`src/rtl/turbo_pkg.sv`:
```
// -----------------------------------------------------------------------------
// turbo_pkg
// Shared definitions for the turbo decoder iteration scheduler and the decoder
// top: FSM state encoding, frame-end reason codes, SISO order-select constants
// and default iteration/watchdog sizing.
// -----------------------------------------------------------------------------
package turbo_pkg;

    // Default sizing, also consumed by the decoder top.
    localparam int DEF_MAX_ITER = 16;
    localparam int DEF_MIN_ITER = 2;
    localparam int DEF_ITER_W   = 5;
    localparam int DEF_TIMEOUT  = 1024;
    localparam int DEF_TO_W     = 10;

    // SISO order select: DEC1 reads in natural order, DEC2 in interleaved order.
    localparam logic SEL_NAT = 1'b0;
    localparam logic SEL_INT = 1'b1;

    typedef enum logic [2:0] {
        ST_IDLE      = 3'd0,
        ST_DEC1_RUN  = 3'd1,
        ST_DEC1_DONE = 3'd2,
        ST_DEC2_RUN  = 3'd3,
        ST_DEC2_DONE = 3'd4,
        ST_FINISH    = 3'd5
    } state_e;

    // Why a frame is entering FINISH; selects which status flag gets set.
    typedef enum logic [2:0] {
        FIN_NONE    = 3'd0,
        FIN_MAX     = 3'd1,
        FIN_EARLY   = 3'd2,
        FIN_TIMEOUT = 3'd3,
        FIN_ABORT   = 3'd4
    } fin_e;

    function automatic logic is_run(input state_e s);
        return (s == ST_DEC1_RUN) || (s == ST_DEC2_RUN);
    endfunction

endpackage

```
`src/rtl/turbo_watchdog.sv`:
```
// -----------------------------------------------------------------------------
// turbo_watchdog
// Per-half-iteration watchdog. Counts cycles while enabled; expired_o is high
// on the cycle the count sits at TIMEOUT-1 (i.e. TIMEOUT cycles after clear).
//   clk_p_i    : clock
//   reset_n_i  : asynchronous active-low reset
//   clear_i    : restart the count at zero (SISO launch)
//   enable_i   : count this cycle (a RUN state is active)
//   expired_o  : time budget used up while enabled
// -----------------------------------------------------------------------------
module turbo_watchdog #(
    parameter int TIMEOUT = 1024,
    parameter int TO_W    = 10
) (
    input  logic clk_p_i,
    input  logic reset_n_i,
    input  logic clear_i,
    input  logic enable_i,
    output logic expired_o
);

    logic [TO_W-1:0] cnt_q, cnt_d;

    assign expired_o = enable_i && (cnt_q == TO_W'(TIMEOUT - 1));

    // NOTE: cnt_d gets a default before any branch so no latch is inferred.
    always_comb begin
        cnt_d = cnt_q;
        if (clear_i) begin
            cnt_d = '0;
        end else if (enable_i && !expired_o) begin
            cnt_d = cnt_q + TO_W'(1);
        end
    end

    // NOTE: state registers use non-blocking assignments only.
    always_ff @(posedge clk_p_i or negedge reset_n_i) begin
        if (!reset_n_i) begin
            cnt_q <= '0;
        end else begin
            cnt_q <= cnt_d;
        end
    end

endmodule

```
`src/rtl/turbo_iter_sched.sv`:
```
// -----------------------------------------------------------------------------
// turbo_iter_sched
// Sequences the shared SISO through alternating DEC1 (natural order) and DEC2
// (interleaved order) half-iterations, counts full iterations up to MAX_ITER,
// stops early on a hard-decision match, and reports the frame-end reason.
//   clk_p_i, reset_n_i   : clock, asynchronous active-low reset
//   start_i              : frame start (accepted only in IDLE)
//   early_en_i           : early-termination enable, latched at start
//   abort_i              : abort the running frame
//   siso_done_i          : SISO half-iteration complete pulse
//   hd_match_i           : hard decisions stable, qualified by DEC2 done
//   siso_start_o         : SISO launch pulse
//   siso_sel_o           : 0 = DEC1 / natural, 1 = DEC2 / interleaved
//   busy_o, done_o       : frame in progress / frame complete pulse
//   iter_count_o         : completed full iterations
//   early_stop_o, timeout_o, aborted_o : frame-end reason (at most one set)
// All outputs are registered.
// -----------------------------------------------------------------------------
module turbo_iter_sched
    import turbo_pkg::*;
#(
    parameter int MAX_ITER = DEF_MAX_ITER,
    parameter int MIN_ITER = DEF_MIN_ITER,
    parameter int ITER_W   = DEF_ITER_W,
    parameter int TIMEOUT  = DEF_TIMEOUT,
    parameter int TO_W     = DEF_TO_W
) (
    input  logic              clk_p_i,
    input  logic              reset_n_i,
    input  logic              start_i,
    input  logic              early_en_i,
    input  logic              abort_i,
    input  logic              siso_done_i,
    input  logic              hd_match_i,
    output logic              siso_start_o,
    output logic              siso_sel_o,
    output logic              busy_o,
    output logic              done_o,
    output logic [ITER_W-1:0] iter_count_o,
    output logic              early_stop_o,
    output logic              timeout_o,
    output logic              aborted_o
);

    state_e            state_q, state_d;
    fin_e              fin_d;
    logic              wd_expired;

    logic              siso_start_q, siso_start_d;
    logic              siso_sel_q, siso_sel_d;
    logic              busy_q, busy_d;
    logic              done_q, done_d;
    logic [ITER_W-1:0] iter_q, iter_d;
    logic              early_stop_q, early_stop_d;
    logic              timeout_q, timeout_d;
    logic              aborted_q, aborted_d;
    logic              early_en_q, early_en_d;
    logic              match_q, match_d;

    logic              start_accept;
    logic              dec2_complete;

    turbo_watchdog #(
        .TIMEOUT (TIMEOUT),
        .TO_W    (TO_W)
    ) u_watchdog (
        .clk_p_i   (clk_p_i),
        .reset_n_i (reset_n_i),
        .clear_i   (siso_start_d),
        .enable_i  (is_run(state_q)),
        .expired_o (wd_expired)
    );

    // ---------------- next-state logic ----------------
    always_comb begin
        state_d = state_q;
        fin_d   = FIN_NONE;
        case (state_q)
            ST_IDLE: begin
                if (start_i) state_d = ST_DEC1_RUN;
            end
            ST_DEC1_RUN, ST_DEC2_RUN: begin
                // A done arriving on the expiry cycle wins over the watchdog.
                if (siso_done_i) begin
                    state_d = (state_q == ST_DEC1_RUN) ? ST_DEC1_DONE : ST_DEC2_DONE;
                end else if (wd_expired) begin
                    state_d = ST_FINISH;
                    fin_d   = FIN_TIMEOUT;
                end
            end
            ST_DEC1_DONE: state_d = ST_DEC2_RUN;
            ST_DEC2_DONE: begin
                // Reaching MAX_ITER is a normal end even if decisions matched.
                if (iter_q == ITER_W'(MAX_ITER)) begin
                    state_d = ST_FINISH;
                    fin_d   = FIN_MAX;
                end else if (early_en_q && match_q && (iter_q >= ITER_W'(MIN_ITER))) begin
                    state_d = ST_FINISH;
                    fin_d   = FIN_EARLY;
                end else begin
                    state_d = ST_DEC1_RUN;
                end
            end
            ST_FINISH: state_d = ST_IDLE;
            default:   state_d = ST_IDLE;
        endcase
        // Abort overrides done and timeout. FINISH is excluded: that frame has
        // already ended and must not report a second reason or a second done.
        if (abort_i && (state_q != ST_IDLE) && (state_q != ST_FINISH)) begin
            state_d = ST_FINISH;
            fin_d   = FIN_ABORT;
        end
    end

    // ---------------- output / datapath next values ----------------
    always_comb begin
        start_accept  = (state_q == ST_IDLE) && start_i;
        dec2_complete = (state_q == ST_DEC2_RUN) && (state_d == ST_DEC2_DONE);

        siso_start_d  = is_run(state_d) && (state_d != state_q);
        busy_d        = (state_d != ST_IDLE);
        done_d        = (state_d == ST_FINISH);

        siso_sel_d = siso_sel_q;
        if (state_d == ST_DEC2_RUN) begin
            siso_sel_d = SEL_INT;
        end else if ((state_d == ST_DEC1_RUN) || (state_d == ST_IDLE)) begin
            siso_sel_d = SEL_NAT;
        end

        iter_d       = iter_q;
        match_d      = match_q;
        early_en_d   = early_en_q;
        early_stop_d = early_stop_q;
        timeout_d    = timeout_q;
        aborted_d    = aborted_q;

        if (start_accept) begin
            iter_d       = '0;
            match_d      = 1'b0;
            early_en_d   = early_en_i;
            early_stop_d = 1'b0;
            timeout_d    = 1'b0;
            aborted_d    = 1'b0;
        end else if (dec2_complete) begin
            iter_d  = iter_q + ITER_W'(1);
            match_d = hd_match_i;
        end

        case (fin_d)
            FIN_EARLY:   early_stop_d = 1'b1;
            FIN_TIMEOUT: timeout_d    = 1'b1;
            FIN_ABORT:   aborted_d    = 1'b1;
            default:     ;
        endcase
    end

    // ---------------- state and output registers ----------------
    always_ff @(posedge clk_p_i or negedge reset_n_i) begin
        if (!reset_n_i) begin
            state_q      <= ST_IDLE;
            siso_start_q <= 1'b0;
            siso_sel_q   <= SEL_NAT;
            busy_q       <= 1'b0;
            done_q       <= 1'b0;
            iter_q       <= '0;
            early_stop_q <= 1'b0;
            timeout_q    <= 1'b0;
            aborted_q    <= 1'b0;
            early_en_q   <= 1'b0;
            match_q      <= 1'b0;
        end else begin
            state_q      <= state_d;
            siso_start_q <= siso_start_d;
            siso_sel_q   <= siso_sel_d;
            busy_q       <= busy_d;
            done_q       <= done_d;
            iter_q       <= iter_d;
            early_stop_q <= early_stop_d;
            timeout_q    <= timeout_d;
            aborted_q    <= aborted_d;
            early_en_q   <= early_en_d;
            match_q      <= match_d;
        end
    end

    assign siso_start_o = siso_start_q;
    assign siso_sel_o   = siso_sel_q;
    assign busy_o       = busy_q;
    assign done_o       = done_q;
    assign iter_count_o = iter_q;
    assign early_stop_o = early_stop_q;
    assign timeout_o    = timeout_q;
    assign aborted_o    = aborted_q;

endmodule
```
`config.mk`:
```
export PLATFORM = sky130hd
export DESIGN_NAME = turbo_iter_sched
export DESIGN_NICKNAME = d
export VERILOG_FILES = /design/src/rtl/turbo_pkg.sv /design/src/rtl/turbo_watchdog.sv /design/src/rtl/turbo_iter_sched.sv
export SDC_FILE = /design/constraint.sdc
export NUM_CORES = 1
export LEC_CHECK = 0
export ABC_AREA = 1
export BUFFER_PORTS_ARGS = -buffer_cell sky130_fd_sc_hd__buf_2
export CORE_ASPECT_RATIO = 1.2
export CORE_MARGIN = 10
export CORE_UTILIZATION = 57
export CTS_CLUSTER_SIZE = 40
export DETAILED_ROUTE_END_ITERATION = 10
export GPL_TIMING_DRIVEN = 0
export PLACE_DENSITY = 0.78
export SLEW_MARGIN = 20
export SYNTH_ARGS = -nofsm -noshare
export SYNTH_HDL_FRONTEND = slang
export SYNTH_SLANG_ARGS = --single-unit
```
`constraint.sdc`:
```
create_clock -name clk_p_i -period 1.85 [get_ports clk_p_i]
set_input_delay 0.37 -clock clk_p_i [delete_from_list [all_inputs] [get_ports clk_p_i]]
set_output_delay 0.37 -clock clk_p_i [all_outputs]
set_load 0.005 [all_outputs]
```
== Word level (Yosys, flattened, before mapping) ==
Index checks and enable logic that the tools add are counted.
Word-level totals
  word-level logic and storage cells: 80
  output and inout bits: 12
  bits in registers: 27
Operators by class
  equal/unequal tests: 15
  magnitude comparators: 1
  multiplexer cells: 26
  reductions and logical operators: 24
  add/subtract/negate cells: 2
Operator list (number)
  $mux 3: 8
  $mux 10: 2
  $eq 3x2->1 const B: 5
  $eq 3x3->1 const B: 4
  $pmux 3 s4: 1
  $reduce_bool 2->1: 6
  $add 10x1->10 const B: 1
  $eq 10x10->1 const B: 1
  $mux 5: 2
  $logic_and 1x1->1: 9
  $mux 1: 8
  $mux 2: 4
  $eq 3x1->1 const B: 2
  $logic_not 3->1: 2
  $reduce_bool 3->1: 2
  $add 5x1->5 const B: 1
  $eq 5x5->1 const B: 1
  $ge 5x2->1 const B: 1
  $pmux 2 s2: 1
  $logic_or 1x1->1: 3
  $ne 3x3->1: 1
  $ne 3x3->1 const B: 1
  $reduce_or 2->1: 1
  $logic_not 1->1: 1

== Logic depth before layout (Yosys ltp) ==
Gate-level depths: netlist of run 1.
  word-level depth: 11
  mapped depth: 12
  mapped depth without buffers: 11

== Hierarchy ==
A second synthesis of run 1 with hierarchy kept.
Second synthesis, totals
  cells, all modules: 213
  area total of the unflattened synthesis: 1640.3 um2
By module, submodules not included
  turbo_iter_sched: instances 1, area each 1012.2 um2, seq. area each 425.4 um2, cells an instance 125
  turbo_watchdog: instances 1, area each 628.1 um2, seq. area each 250.2 um2, cells an instance 88

== Least setup slack after synthesis of run 1 ==
No wires, ideal clock.
  path type: register to register
  start point: reg iter_q[0], in the netlist iter_count_o[0]
  end point: reg u_watchdog.cnt_q[2]
  stages on the path, launching flop included: 12
  setup slack: 286 ps
  data arrival time: 1441 ps
  library setup time: 123 ps
  cell sequence: dfrtp_1 > inv_1 > ha_1 > nor2_1 > nand3_1 > nand2_1 > nand2_1 > nand2_1 > nand3_2 > nor2_4 > buf_6 > a21oi_2
On the way
  word-level cells in the longest chain between the ends: 10
  elaborated cells between the ends (all ways): 14
  classes of those cells: order compare: 1; eq/ne: 4; mux: 5; reduce/logical: 4
RTL lines
  start, declared: RTL line turbo_iter_sched.sv:53  | logic [ITER_W-1:0] iter_q, iter_d;
  start signal, assigned: RTL line turbo_iter_sched.sv:178  | iter_q <= iter_d;
  $ge 5x2->1: RTL line turbo_iter_sched.sv:97  | end else if (early_en_q && match_q && (iter_q >= ITER_W'(MIN_ITER))) begin
  $logic_and 1x1->1: RTL line turbo_iter_sched.sv:97
  $mux 3: RTL line turbo_iter_sched.sv:97
  $mux 3 (*): RTL line turbo_iter_sched.sv:94  | if (iter_q == ITER_W'(MAX_ITER)) begin
  $pmux 3 s4 (*): RTL line turbo_iter_sched.sv:78  | case (state_q)
  $mux 3 (*): RTL line turbo_iter_sched.sv:109  | if (abort_i && (state_q != ST_IDLE) && (state_q != ST_FINISH)) begin
  net state_d[2]: RTL line turbo_iter_sched.sv:45  | state_e state_q, state_d;
  $eq 3x1->1 or $eq 3x2->1 (tied branches): RTL line turbo_pkg.sv:39  | return (s == ST_DEC1_RUN) || (s == ST_DEC2_RUN);
  $logic_or 1x1->1: RTL line turbo_pkg.sv:39
  $logic_and 1x1->1 (*): RTL line turbo_iter_sched.sv:120  | siso_start_d = is_run(state_d) && (state_d != state_q);
  $mux 10 or $reduce_bool 2->1 (tied branches)
  end signal, assigned: RTL line turbo_watchdog.sv:41  | cnt_q <= cnt_d;
  end, declared: RTL line turbo_watchdog.sv:22  | logic [TO_W-1:0] cnt_q, cnt_d;
The timed path passes the listed nets; every way through them passes the cells marked *.
A chain may end at the register's enable or synchronous reset.

== Worst setup path in the final report of run 1 ==
  start point: reg u_watchdog.cnt_q[0]
  end point: reg u_watchdog.cnt_q[8]
On the way
  word-level cells in the longest chain between the ends: 10
  elaborated cells between the ends (all ways): 17
  classes of those cells: add/sub: 1; eq/ne: 4; mux: 6; reduce/logical: 6
RTL lines
  $eq 10x10->1: RTL line turbo_watchdog.sv:24  | assign expired_o = enable_i && (cnt_q == TO_W'(TIMEOUT - 1));
  $logic_and 1x1->1: RTL line turbo_watchdog.sv:24
  $mux 3: RTL line turbo_iter_sched.sv:86  | end else if (wd_expired) begin
  $mux 3: RTL line turbo_iter_sched.sv:84  | if (siso_done_i) begin
  $pmux 3 s4: RTL line turbo_iter_sched.sv:78
  $mux 3: RTL line turbo_iter_sched.sv:109
  $eq 3x1->1 or $eq 3x2->1 (tied branches): RTL line turbo_pkg.sv:39
  $logic_or 1x1->1: RTL line turbo_pkg.sv:39
  $logic_and 1x1->1: RTL line turbo_iter_sched.sv:120
  $mux 10 or $reduce_bool 2->1 (tied branches)
Several ways; a longest one is shown, not always the timed one. The select of a mux whose other input is x is not followed.

==> qor.yml, run 1 <==
layout:
  drive_gt1_share_pct: 27.0
  area_growth_pct: 10.6
  nets: 216
  fin_cells: 237
  insertedDiodeCount: 0
sta:
  fmax_ghz: 0.593
  tightest_slew_ns: 0.585
  relSlewSlack_pct: 61.0
  finalSetupViolCount: 0
  min_period_ns: 1.69
  tns_ns: 0
  slew_viol_final: 0
  setup_slack_ns: 0.164
  finalHoldViolations: 0
  rsz0062_at_grt: "false"
  clock_skew_ns: 0.00219
  fin_crit_sh_pct: 91.1
logic_synthesis:
  synth_seq_area_share_pct: 43.2
  synth.top_cell.area_share_pct: 43.2
  synth_cell_types: 26
  avgSynthCellArea_um2: 8.63
  synth_area_um2: 1560
  syn_inst: 181
  yosysTopAreaCell: "dfrtp_1"
  synth-seq-cells: 27
  ys_top_cells_by_area: "dfrtp_1 (43%), nand2_1 (7.9%), nand3_1 (5.8%)"
  ys_warn_count: 0
  synth_nets: 192
worst_setup_path:
  worst_setup_path_end_kind: "register"
  slowest_delay_ns: 0.42
  r2r_cells: 9
  cpLargestDelayFamily: "simple AND/OR/NAND/NOR gates"
  cp_num_buf_inv: 1
  cpMaxStageDelayCell: "dfrtp_1"
  timing.critical_path.mode_cell: "nand3_1"
  arrival_ns: 1.90
  path_depth: 9
  critPathRequiredTime_ns: 2.07
  cp_max_fo: 8
  worstSetupPathType: "reg2reg"
  rr_startpoint: "u_watchdog.cnt_q[0]"
  cp-start-kind: "register"
  path_cells: "ha_1 > nand3_1 > nor2_1 > nand2_1 > nand2_2 > inv_1 > nand3_1 > xor2_1 > a21oi_2"
  r2r_slack_ns: 0.16
  regToRegEndpoint: "u_watchdog.cnt_q[8]"
floorplanning:
  die_w_um: 67.8
  die_y_um: 77.4
  rows: 20
  die_area_um2: 5250
  core-area_um2: 2580
  io_pins: 19
  initial_core_util_pct: 60.6
route:
  routed_wl_mm: 2.90
  dr.pass1.iters: 4
  drt_iter0_drc: 59
  ant_nets: 0
  route.detailed.wl_per_inst_um: 12.2
  route.detailed.drc: 0
  vias: 1261
  vias_per_cell: 5.32
cts:
  clock_path_buffers: 2
  cts_tree: "yes"
  ctsHoldBuffers: 0
  cts.clk_slew.worst_paths_ns: 0.13
  cts_resized: 0
  cts_made_buffers: 3
  clk_latency_ns: 0.31
  htreeDepth: 1
  clock_sinks: 27
  clockRootBuffer: "clkbuf_4"
global_route:
  grt_pass1_vias: 1277
  grt_pass1_wl_mm: 5.19
  grt_antenna_before_repair: 0
  grt-ovfl-total: 0
  track_usage_pct: 11.7
  grt_start_max_net_pins: 28
placement:
  port-buffer-count: 18
  place_ws_ns: 0.144
  dp.cells: 232
  hpwlAfterDp_mm: 2.31
  gp_congestion: 0.811
pwr:
  power_density_nw_per_um2: 1530
  worst_ir_drop_vdd_v: 0.00101
  totalPowerFinal_mw: 2.64
  p_leak_nw: 0.852
min_path:
  hp-class: "in2async"
flow_run:
  max_cap_viol_count: 0
run_status:
  status: "complete, no violations"
## metal layers
layer  up-vias  part of all wire (%)  routed length (um)  global-route usage [%]
met3         4                   6.0                 174                    3.02
met5         -                     0                   0                       0
met2        22                    52                1520                    20.1
met4         0                  0.90                  26                    3.63
met1       602                    41                1180                    13.7
li1        633                     -                   -                       -
## layout make-up
class	instances	area (um^2)
Fill cell	226	850
Multi-Input combinational cell	128	766
Sequential cell	27	676
Timing Repair Buffer	19	97.6
Inverter	22	82.6
Tap cell	33	41.3
Buffer	4	38.8
Clock buffer	4	26.3
## cell families after synthesis
group           count (synthesis)  synth area share [%]
compound gates                 22                  10.0
simple gates                   92                  30.0
xor+xnor                        9                  5.04
fa+ha+maj                       4                  3.20
mux                             1                 0.721
flops                          27                  43.2
buf+inv                        26                  7.77
## flip-flops by register name, summed over array words and instances (netlist names)
signal and cells:
siso_start_o 1, early_stop_o 1, early_en_q 1, done_o 1, match_q 1, busy_o 1, iter_count_o 5, siso_sel_o 1
u_watchdog.cnt_q 10, aborted_o 1, timeout_o 1, state_q 3
## Yosys cell counts
cell type	number
nand2_2	4
nor2_2	1
dfrtp_1	27
o31ai_1	1
a21oi_1	5
xnor2_1	2
o21ai_0	3
nand4_1	4
nor2_1	20
nand3_1	18
nor2_4	3
o21ai_1	1
nand3_2	4
nand3_4	2
nand2_1	33
a22o_1	2
inv_1	17
inv_2	5
buf_6	3
a21oi_2	9
mux2_2	1
o21a_1	1
nor3_1	3
buf_2	1
ha_1	4
xor2_1	7
## layout by cell type, fill, tap and decap left out, types with 4 or more instances in the layout
cell type  Yosys  final
inv_1         17     17
nand2_2        4      4
dfrtp_1       27     27
a21oi_1        5      5
nand3_1       18     18
xor2_1         7      7
a21oi_2        9      9
buf_2          1     19
nand4_1        4      4
nand2_1       33     33
nor2_1        20     20
nand3_2        4      4
ha_1           4      4
inv_2          5      5
## report_power, final
group	switching, mW	internal (mW)
logic	0.972	0.548
clock network	0.158	0.0842
registers	0.123	0.752
total	1.25	1.38
## metrics by stage
stage / instance area [um^2] / hold WS [ns] / util (%)
after floorplan: 1560 / 0.0744 / -
after global placement: 1690 / 0.402 / 65.7
after detailed placement: 1690 / 0.409 / 65.7
after CTS: 1720 / 0.0452 / 66.7
after global routing: 1730 / 0.0576 / 67.0
final: 1730 / 0.0333 / 67.0
## how the worst max path moves through the flow
stage / from / endpoint / slack [ns]
finish: u_watchdog.cnt_q[0] / u_watchdog.cnt_q[8] / 0.16
global route: u_watchdog.cnt_q[0] / u_watchdog.cnt_q[8] / 0.01
CTS: iter_count_o[0] / u_watchdog.cnt_q[8] / 0.12
detailed placement: iter_count_o[0] / u_watchdog.cnt_q[8] / 0.14
global placement: iter_count_o[0] / u_watchdog.cnt_q[4] / 0.19
floorplan: iter_count_o[0] / u_watchdog.cnt_q[2] / 0.29
## what timing repair did
action | in CTS | in global routing
buffers inserted | 0 | 1
endpoints found under the setup margin | 0 | 3
endpoints found under the hold margin | 0 | 0
Note: power is estimated with default switching activity, not from simulation.
==> run 2, diff against run 1 <==
CELL_PAD_IN_SITES_DETAIL_PLACEMENT = 0   (was default)
CELL_PAD_IN_SITES_GLOBAL_PLACEMENT = 1   (was default)
CORE_UTILIZATION = 43   (was 57)
==> run 2 against run 1 <==
  * Clock skew increased by 0.00065 ns
  * Non-clock buffer count stayed put
  * Largest power group unchanged
  * Maximum frequency is 1.2% lower
  * First-iteration DRC count is 14% higher
  * Final cell count rose by 1.7%
  * Worst hold slack gained 0.055 ns
==> qor.yml, run 2 (same netlist as run 1, synthesis figures left out) <==
layout:
  nets: 216  # unchanged
  area_growth_pct: 13.0  # was 10.6%
  drive_gt1_share_pct: 28.4  # was 27.0%
  seqCellArea_um2: 676  # unchanged
  mostFrequentLayoutCells: "nand2_1 (32), dfrtp_1 (27), nor2_1 (19), buf_2 (19), nand3_1 (18)"  # was nand2_1 (33), dfrtp_1 (27), nor2_1 (20)
  utilization_pct: 51.6  # was 67.0%
  top_register: "u_watchdog.cnt_q"  # unchanged
  fin_area_um2: 1770  # was 1730 um^2
  fin_cells: 241  # was 237
  final_common_cell: "nand2_1"  # unchanged
  insertedDiodeCount: 0  # unchanged
  largest_reg_flops: 10  # unchanged
  multiInputGateArea_um2: 776  # was 766 um^2
  fill_cells: 329  # was 226
floorplanning:
  io_pins: 19  # unchanged
  die_y_um: 86.0  # was 77.4 um
  core-area_um2: 3420  # was 2580 um^2
  die_w_um: 75.0  # was 67.8 um
  die_area_um2: 6460  # was 5250 um^2
  rows: 23  # was 20
  initial_core_util_pct: 45.6  # was 60.6%
worst_setup_path:
  path_cells: "inv_1 > ha_1 > nor2_1 > nand3_1 > nand2_1 > nand2_1 > nand2_1 > nand3_2 > nor2_4 > buf_6 > nand2_1 > inv_1"  # was ha_1 > nand3_1 > nor2_1 > nand2_1 > nand2_2 > inv_1 > nand3_1 > xor2_1 > a21oi_2
  arrival_ns: 1.93  # was 1.90 ns
  cp_max_fo: 10  # was 8
  slowest_delay_ns: 0.39  # was 0.42 ns
  cpLargestDelayFamily: "simple AND/OR/NAND/NOR gates"  # unchanged
  cp-start-kind: "register"  # unchanged
  worstSetupPathType: "reg2reg"  # unchanged
  timing.critical_path.mode_cell: "nand2_1"  # was nand3_1
  critPathRequiredTime_ns: 2.07  # about the same
  rr_startpoint: "iter_count_o[0]"  # was u_watchdog.cnt_q[0]
  cpMaxStageDelayCell: "dfrtp_1"  # unchanged
  worst_setup_path_end_kind: "register"  # unchanged
  cp_num_buf_inv: 3  # was 1
  setup.worst_path.start: "iter_count_o[0]"  # was u_watchdog.cnt_q[0]
route:
  met2WireLength_mm: 1.64  # was 1.52 mm
  route.detailed.drc: 0  # unchanged
  wl_met3_um: 66  # was 174 um
  drt_iter0_drc: 67  # was 59
  wirelength_met1_mm: 1.46  # was 1.18 mm
  dr.pass1.iters: 4  # unchanged
  vias_per_cell: 5.08  # was 5.32
  vias: 1224  # was 1261
  route.detailed.wl_per_inst_um: 13.3  # was 12.2 um
  ant_nets: 0  # unchanged
  top_layer_used: "met4"  # unchanged
  routed_wl_mm: 3.20  # was 2.90 mm
sta:
  relSlewSlack_pct: 59.8  # was 61.0%
  rsz0062_at_grt: "false"  # unchanged
  finalSetupViolCount: 0  # unchanged
  fin_crit_sh_pct: 92.2  # was 91.1%
  slew_viol_final: 0  # unchanged
  setup_slack_ns: 0.144  # was 0.164 ns
  fmax_ghz: 0.586  # was 0.593 GHz
  holdWs_ns: 0.0888  # was 0.0333 ns
  min_period_ns: 1.71  # was 1.69 ns
  finalHoldViolations: 0  # unchanged
  clock_skew_ns: 0.00284  # was 0.00219 ns
  tightest_slew_ns: 0.603  # was 0.585 ns
  tns_ns: 0  # unchanged
pwr:
  power_density_nw_per_um2: 1580  # was 1530 nW/um^2
  worst_ir_drop_vdd_v: 0.000755  # was 0.00101 V
  p_sw_mw: 1.33  # was 1.25 mW
  p_clk_share_pct: 12.4  # was 9.2%
  p_seq_share_pct: 31.4  # was 33.2%
  swShare_pct: 47.7  # was 47.5%
  totalPowerFinal_mw: 2.79  # was 2.64 mW
  pwr-share-comb_pct: 56.2  # was 57.6%
  p_int_mw: 1.46  # was 1.38 mW
  p_leak_nw: 0.861  # was 0.852 nW
placement:
  place_area_um2: 1700  # was 1690 um^2
  gp_congestion: 0.776  # was 0.811
  place_ws_ns: 0.140  # was 0.144 ns
  port-buffer-count: 18  # unchanged
  hpwlAfterDp_mm: 2.44  # was 2.31 mm
  dp.cells: 236  # was 232
global_route:
  grt_pass1_wl_mm: 5.35  # was 5.19 mm
  grt_antenna_before_repair: 0  # unchanged
  grt-ovfl-total: 0  # unchanged
  track_usage_pct: 10.3  # was 11.7%
  grt_pass1_vias: 1200  # was 1277
  grt_start_max_net_pins: 28  # unchanged
flow_run:
  max_cap_viol_count: 0  # unchanged
cts:
  htreeDepth: 1  # unchanged
  clockRootBuffer: "clkbuf_8"  # was clkbuf_4
  cts_tree: "yes"  # unchanged
  cts_made_buffers: 3  # unchanged
  clock_path_buffers: 2  # unchanged
  clock_sinks: 27  # unchanged
  cts.clk_slew.worst_paths_ns: 0.10  # was 0.13 ns
  clk_latency_ns: 0.27  # was 0.31 ns
run_status:
  status: "complete, no violations"  # unchanged
min_path:
  hp-class: "in2async"  # unchanged
[run 2: cell types whose count changed in the layout (fill, tap and decap cells not counted), sizes merged]
| cell | delta |
|---|---|
| clkbuf | -1 |
| clkinvlp | +1 |
[run 2: power groups by stage]
stage / Clock (mW) / Combinational (mW) / Sequential [mW]
finish: 0.347 / 1.57 / 0.877
global route: 0.383 / 1.76 / 0.896
CTS: 0.362 / 1.57 / 0.877
detailed placement: 0 / 1.56 / 0.891
global placement: 0 / 1.52 / 0.885
floorplan: 0 / 1.21 / 0.877
[run 2: path summary, 6_finish.rpt]
kind | to | slack, ns | cells past startpoint
max in group asynchronous | u_watchdog.cnt_q[8] | 1.37 | 1
min | u_watchdog.cnt_q[1] | 0.09 | 1
min in group clk_p_i | match_q | 0.29 | 3
max reg2reg | siso_start_o | 0.14 | 12
min reg2reg | siso_sel_o | 0.51 | 2
max | siso_start_o | 0.14 | 12
[run 2: area by class of cell]
cell class              instances  area share [%]
inverters                      22            4.68
flip-flops and latches         27            38.3
plain buffers                   4            2.20
clock buffers                   3            2.34
repair buffers                 19            5.53
multi-input cells             128            43.9
clock inverters                 1           0.425
well taps                      37            2.62
[run 2: metal layers]
layer  vias up  GRT usage, %
met3         4          2.08
met5         -             0
li1        631             -
met4         0          3.45
met2         8          17.3
met1       581          12.5
[run 2: timing repair]
item	CTS	global route
resized for setup	0	3
hold buffers	0	0
setup endpoints to repair	0	11
buffers inserted	0	1
